===== config.mk =====
export PLATFORM = sky130hd
export DESIGN_NAME = hs32_irqcond
export DESIGN_NICKNAME = d
export VERILOG_FILES = /design/src/rtl/hs32_irqcond.sv
export SDC_FILE = /design/constraint.sdc
export NUM_CORES = 1
export LEC_CHECK = 0
export ABC_AREA = 1
export CAP_MARGIN = 40
export CORE_MARGIN = 8
export CORE_UTILIZATION = 35
export CTS_CLUSTER_SIZE = 16
export DETAILED_ROUTE_END_ITERATION = 16
export SYNTH_ARGS = -nofsm -noshare
export SYNTH_HDL_FRONTEND = slang
export SYNTH_SLANG_ARGS = --single-unit

===== constraint.sdc =====
create_clock -name clk -period 2.26 [get_ports clk]
set_clock_uncertainty 0.05 [all_clocks]
set_input_delay 0.226 -clock clk [delete_from_list [all_inputs] [get_ports clk]]
set_output_delay 0.226 -clock clk [all_outputs]
set_load 0.02 [all_outputs]

===== src/rtl/hs32_irqcond.sv =====
// Interrupt line conditioner: sync, polarity, edge/level capture, MMIO regs; 1-cycle ack.
// Optional HS32_IRQCOND_DEBOUNCE_EN adds a 4-cycle stability filter per line.
module hs32_irqcond (
  input  logic        clk,
  input  logic        reset,
  input  logic        stb,
  output logic        ack,
  input  logic [31:0] addr,
  input  logic [31:0] dtw,
  output logic [31:0] dtr,
  input  logic        rw,
  input  logic [23:0] irq_in,
  input  logic        int_ack,
  input  logic [4:0]  ack_vec,
  output logic [23:0] interrupts
);

  localparam logic [1:0] REG_MODE = 2'd0;
  localparam logic [1:0] REG_POL  = 2'd1;
  localparam logic [1:0] REG_PEND = 2'd2;
  localparam logic [1:0] REG_RAW  = 2'd3;

  logic [23:0] s1, s2, mode, pol, pend, prev;
  logic [23:0] cond, line, rise, clr, ack_mask, pend_next;
  logic        wr;
  logic        unused_bits;

  assign unused_bits = ^{addr[31:4], addr[1:0], dtw[31:24]};

  assign ack  = stb;
  assign wr   = stb & rw;
  assign cond = s2 ^ pol;

`ifdef HS32_IRQCOND_DEBOUNCE_EN
  logic [23:0][1:0] stab_cnt;
  logic [23:0]      filt;

  // Filtered value flips only after cond disagrees with it for 4 consecutive cycles.
  always_ff @(posedge clk) begin
    if (reset) begin
      stab_cnt <= '0;
      filt     <= '0;
    end else begin
      for (int i = 0; i < 24; i++) begin
        if (cond[i] != filt[i]) begin
          if (stab_cnt[i] == 2'd3) begin
            filt[i]     <= cond[i];
            stab_cnt[i] <= 2'd0;
          end else begin
            stab_cnt[i] <= stab_cnt[i] + 2'd1;
          end
        end else begin
          stab_cnt[i] <= 2'd0;
        end
      end
    end
  end

  assign line = filt;
`else
  assign line = cond;
`endif

  always_comb begin
    ack_mask = '0;
    if (int_ack) begin
      for (int i = 0; i < 24; i++) begin
        if (ack_vec == 5'(i)) ack_mask[i] = 1'b1;
      end
    end
  end

  assign clr  = ack_mask | ((wr && addr[3:2] == REG_PEND) ? dtw[23:0] : 24'd0);
  assign rise = line & ~prev;

  // Edge lines: rise sets and beats any same-cycle clear. Level lines track the line.
  assign pend_next = (mode & ((pend & ~clr) | rise)) | (~mode & line);

  always_ff @(posedge clk) begin
    if (reset) begin
      s1   <= '0;
      s2   <= '0;
      prev <= '0;
      mode <= '0;
      pol  <= '0;
      pend <= '0;
    end else begin
      s1   <= irq_in;
      s2   <= s1;
      prev <= line;
      pend <= pend_next;
      if (wr && addr[3:2] == REG_MODE) mode <= dtw[23:0];
      if (wr && addr[3:2] == REG_POL)  pol  <= dtw[23:0];
    end
  end

  assign interrupts = pend;

  always_comb begin
    dtr = 32'd0;
    case (addr[3:2])
      REG_MODE: dtr = {8'd0, mode};
      REG_POL:  dtr = {8'd0, pol};
      REG_PEND: dtr = {8'd0, pend};
      REG_RAW:  dtr = {8'd0, cond};
      default:  dtr = 32'd0;
    endcase
  end

endmodule

==> key figures <==
Routing
  • DR DRC count: 0
  • Drt via density: 4.401
  • Final ANT Viol Nets: 0
  • DR pass1 iterations: 4
  • Iter 0 DRT Violations: around 310
  • Total wire length: approximately 18000 um
  • Via count: about 5700
  • WL per Instance: 13.47 um

Finish
  • Area of the multi-input gates: approximately 2700 sq um
  • Final-stage net count: roughly 1200
  • Finished Layout Cells: between 1000 and 1500
  • Register Area: just under 3000 sq um
  • Design area: ~8400 sq um
  • Area Growth Syn to Fin: 32.63%
  • Number of fill cells: 1770
  • Layout cell share with drive strength beyond 1: approximately 7%

Placed design
  • IO buf count: between 100 and 150
  • Gpl congestion: ~0.8
  • Pre-CTS WS: -0.08471 ns
  • Area of placed instances: about 8000 sq um
  • Dpl cells: between 1000 and 1500
  • DP HPWL: 12650 um

Synthesis
  • Ys async rst share: 0%
  • Synth Cell Area: ~6300 sq um
  • Post-synthesis area per instance: roughly 6.7 sq um
  • Yosys top cell by area: dfxtp_1
  • EDFF count, synth: 0
  • Sequential area share after synthesis: a little under half
  • Top FF cell, synth: dfxtp_1
  • Synthesis Warnings: 0
  • Most instantiated library cell after synthesis: nand2_1
  • Synth Register Bits: 144
  • Synth Instances: between 900 and 1000
  • Netlist cell types: 21
  • Top cells by area, synth: dfxtp_1, nand2_1, nor2_1, nand3_1, inv_1
  • Top-area cell type share of the netlist area: 45.75%
  • Synth top cells by count: nand2_1, nor2_1, dfxtp_1

Floorplan
  • Site Rows: between 40 and 50
  • Die Width: between 150 and 200 um
  • Core area: ~18000 sq um
  • Io pins: about 160
  • Starting Density: 35.32%
  • Die Ht: 150.2 um
  • Die area: between 20000 and 25000 sq um

Pwr
  • Combinational power share: 11.0%
  • Net switching power: 1.516 mW
  • Power Dens Cells: roughly 750 nW/um^2
  • Pint: 4.791 mW
  • Clock Power Share: ~46%
  • Switching share of total power: between 20 and 25%
  • Sequential power share: between 40 and 50%
  • Static Leakage: 3.933 nW
  • Largest vdd supply drop: around 0.54 mV

Min path
  • Min-delay worst type: in -> reg
  • Hold Crit Depth: 3

STA
  • Min cycle time layout: 2.072 ns
  • Final setup margin: ~0.19 ns
  • Final setup fails: 0
  • Final period util: roughly 90%
  • Final Slew Violations: 0
  • FMAX: roughly 0.48 GHz
  • Total negative slack: 0 ns
  • RSZ-0062 raised after global routing: false
  • Final Hold Fails: 0
  • Max-slew headroom: between 60% and 70%
  • Worst Max-Slew Pin Slew: about 0.55 ns
  • Hold slack final: around 0.26 ns

Worst setup path
  • Worst path cell trace: clkdlybuf4s50_1 > buf_4 > nor2_4 > buf_4 > nand2_1 > nand4_1 > dlygate4sd2_1
  • Critical Path RT: 1.98 ns
  • Setup CP Type: in -> out
  • Slowest stage cell, crit path: clkdlybuf4s50_1
  • Crit start category: primary input
  • CP arrival: about 1.8 ns
  • Critical Path Max Stage Delay: between 0.4 and 0.5 ns
  • Crit end category: primary output
  • Top cell by count, worst path: buf_4
  • CP max FO: 7
  • Reg2reg path depth: 3

GRT
  • Gr usage total: 16.23%
  • First-pass GRT wire length: 28370 um
  • Global routing usage on met3: 4.148%
  • Most used routing layer: met2
  • Grt total ovfl: 0
  • Initial antenna violation count: 0
  • Met2 usage: 26.44%
  • Routing usage on met1: approximately a fifth
  • Vias in the first global route: roughly 5500
  • Largest net degree at the start of global routing: 49

CTS
  • CTS sink count: around 140
  • H-tree lvl count: 4
  • Num CTS Buffers: 17
  • Setup Buffers After CTS: 0
  • CTS root buf: clkbuf_16
  • Worst skew pair latency: roughly 0.42 ns
  • Clock transition at the registers of the reported paths: 0.06 ns
  • CTS tree: done
  • Clock Path Buffers: 2

Job
  • Max Cap Viol: 0

Run status
  • Status: finished clean
cell families after synthesis:
logic type | after synthesis | synth area share [%]
AO/OA/AOI/OAI | 24 | 1.906
XOR/XNOR | 20 | 2.780
AND/OR/NAND/NOR | 584 | 38.32
buffers and inverters | 164 | 11.18
flip-flops | 144 | 45.75
other | 1 | 0.05951
what timing repair did:
action,CTS,global route
resized for setup,24,0
setup endpoints to repair,24,0
hold buffers,0,0
sequential cells by signal (all words and copies together) (netlist names):
signal and count:
pol 24, mode 24, s2 24, s1 24, prev 24, interrupts 24
final timing paths:
check	from	end	slack (ns)
max	addr[3]	dtr[13]	0.19
min	irq_in[23]	s1[23]	0.26
max reg2reg	pol[12]	interrupts[12]	1.37
min reg2reg	s1[16]	s2[16]	0.35
cell usage in the layout (no fill, tap or decap), types with 6 or more instances in the layout:
master	synthesis	routed
conb_1	1	8
o21ai_0	21	21
clkdlybuf4s50_1	0	83
nand2_1	269	269
buf_4	16	30
nand3_1	104	104
inv_1	113	112
clkbuf_16	0	17
dfxtp_1	144	144
dlygate4sd2_1	0	24
and2_1	20	20
xor2_1	20	20
nor2_1	182	182
buf_12	0	6
metrics by stage:
stage,util [%],power (mW)
2_1_floorplan,-,3.134
3_3_place_gp,43.54,3.484
3_5_place_dp,43.54,3.491
4_1_cts,46.81,6.372
5_1_grt,46.81,6.590
6_report,46.84,6.307
cell type report:
type | count | area share, %
Tap cell | 229 | 3.429
Antenna cell | 2 | 0.05989
Timing Repair Buffer | 144 | 16.65
Inverter | 115 | 5.165
Sequential cell | 144 | 34.50
Clock buffer | 21 | 5.749
Multi-Input combinational cell | 636 | 32.85
Clock inverter | 10 | 1.602
per-layer routing:
layer,vias up,wire length (um)
li1,3057,-
met1,2524,8089
met2,128,8204
met3,17,1034
met4,0,196
met5,-,0
critical path, delay by kind of cell:
family | cells | cell delay (ns)
simple gates | 3 | 0.35
buf+inv | 4 | 1.21
power by group through the flow:
stage	logic (mW)	registers, mW	clock network, mW
finish	0.695	2.71	2.90
floorplan	0.355	2.78	0
detailed placement	0.722	2.77	0
CTS	0.705	2.71	2.95
global placement	0.716	2.77	0
global route	0.772	2.73	3.09
No activity file was read; power rests on OpenSTA's default activity.
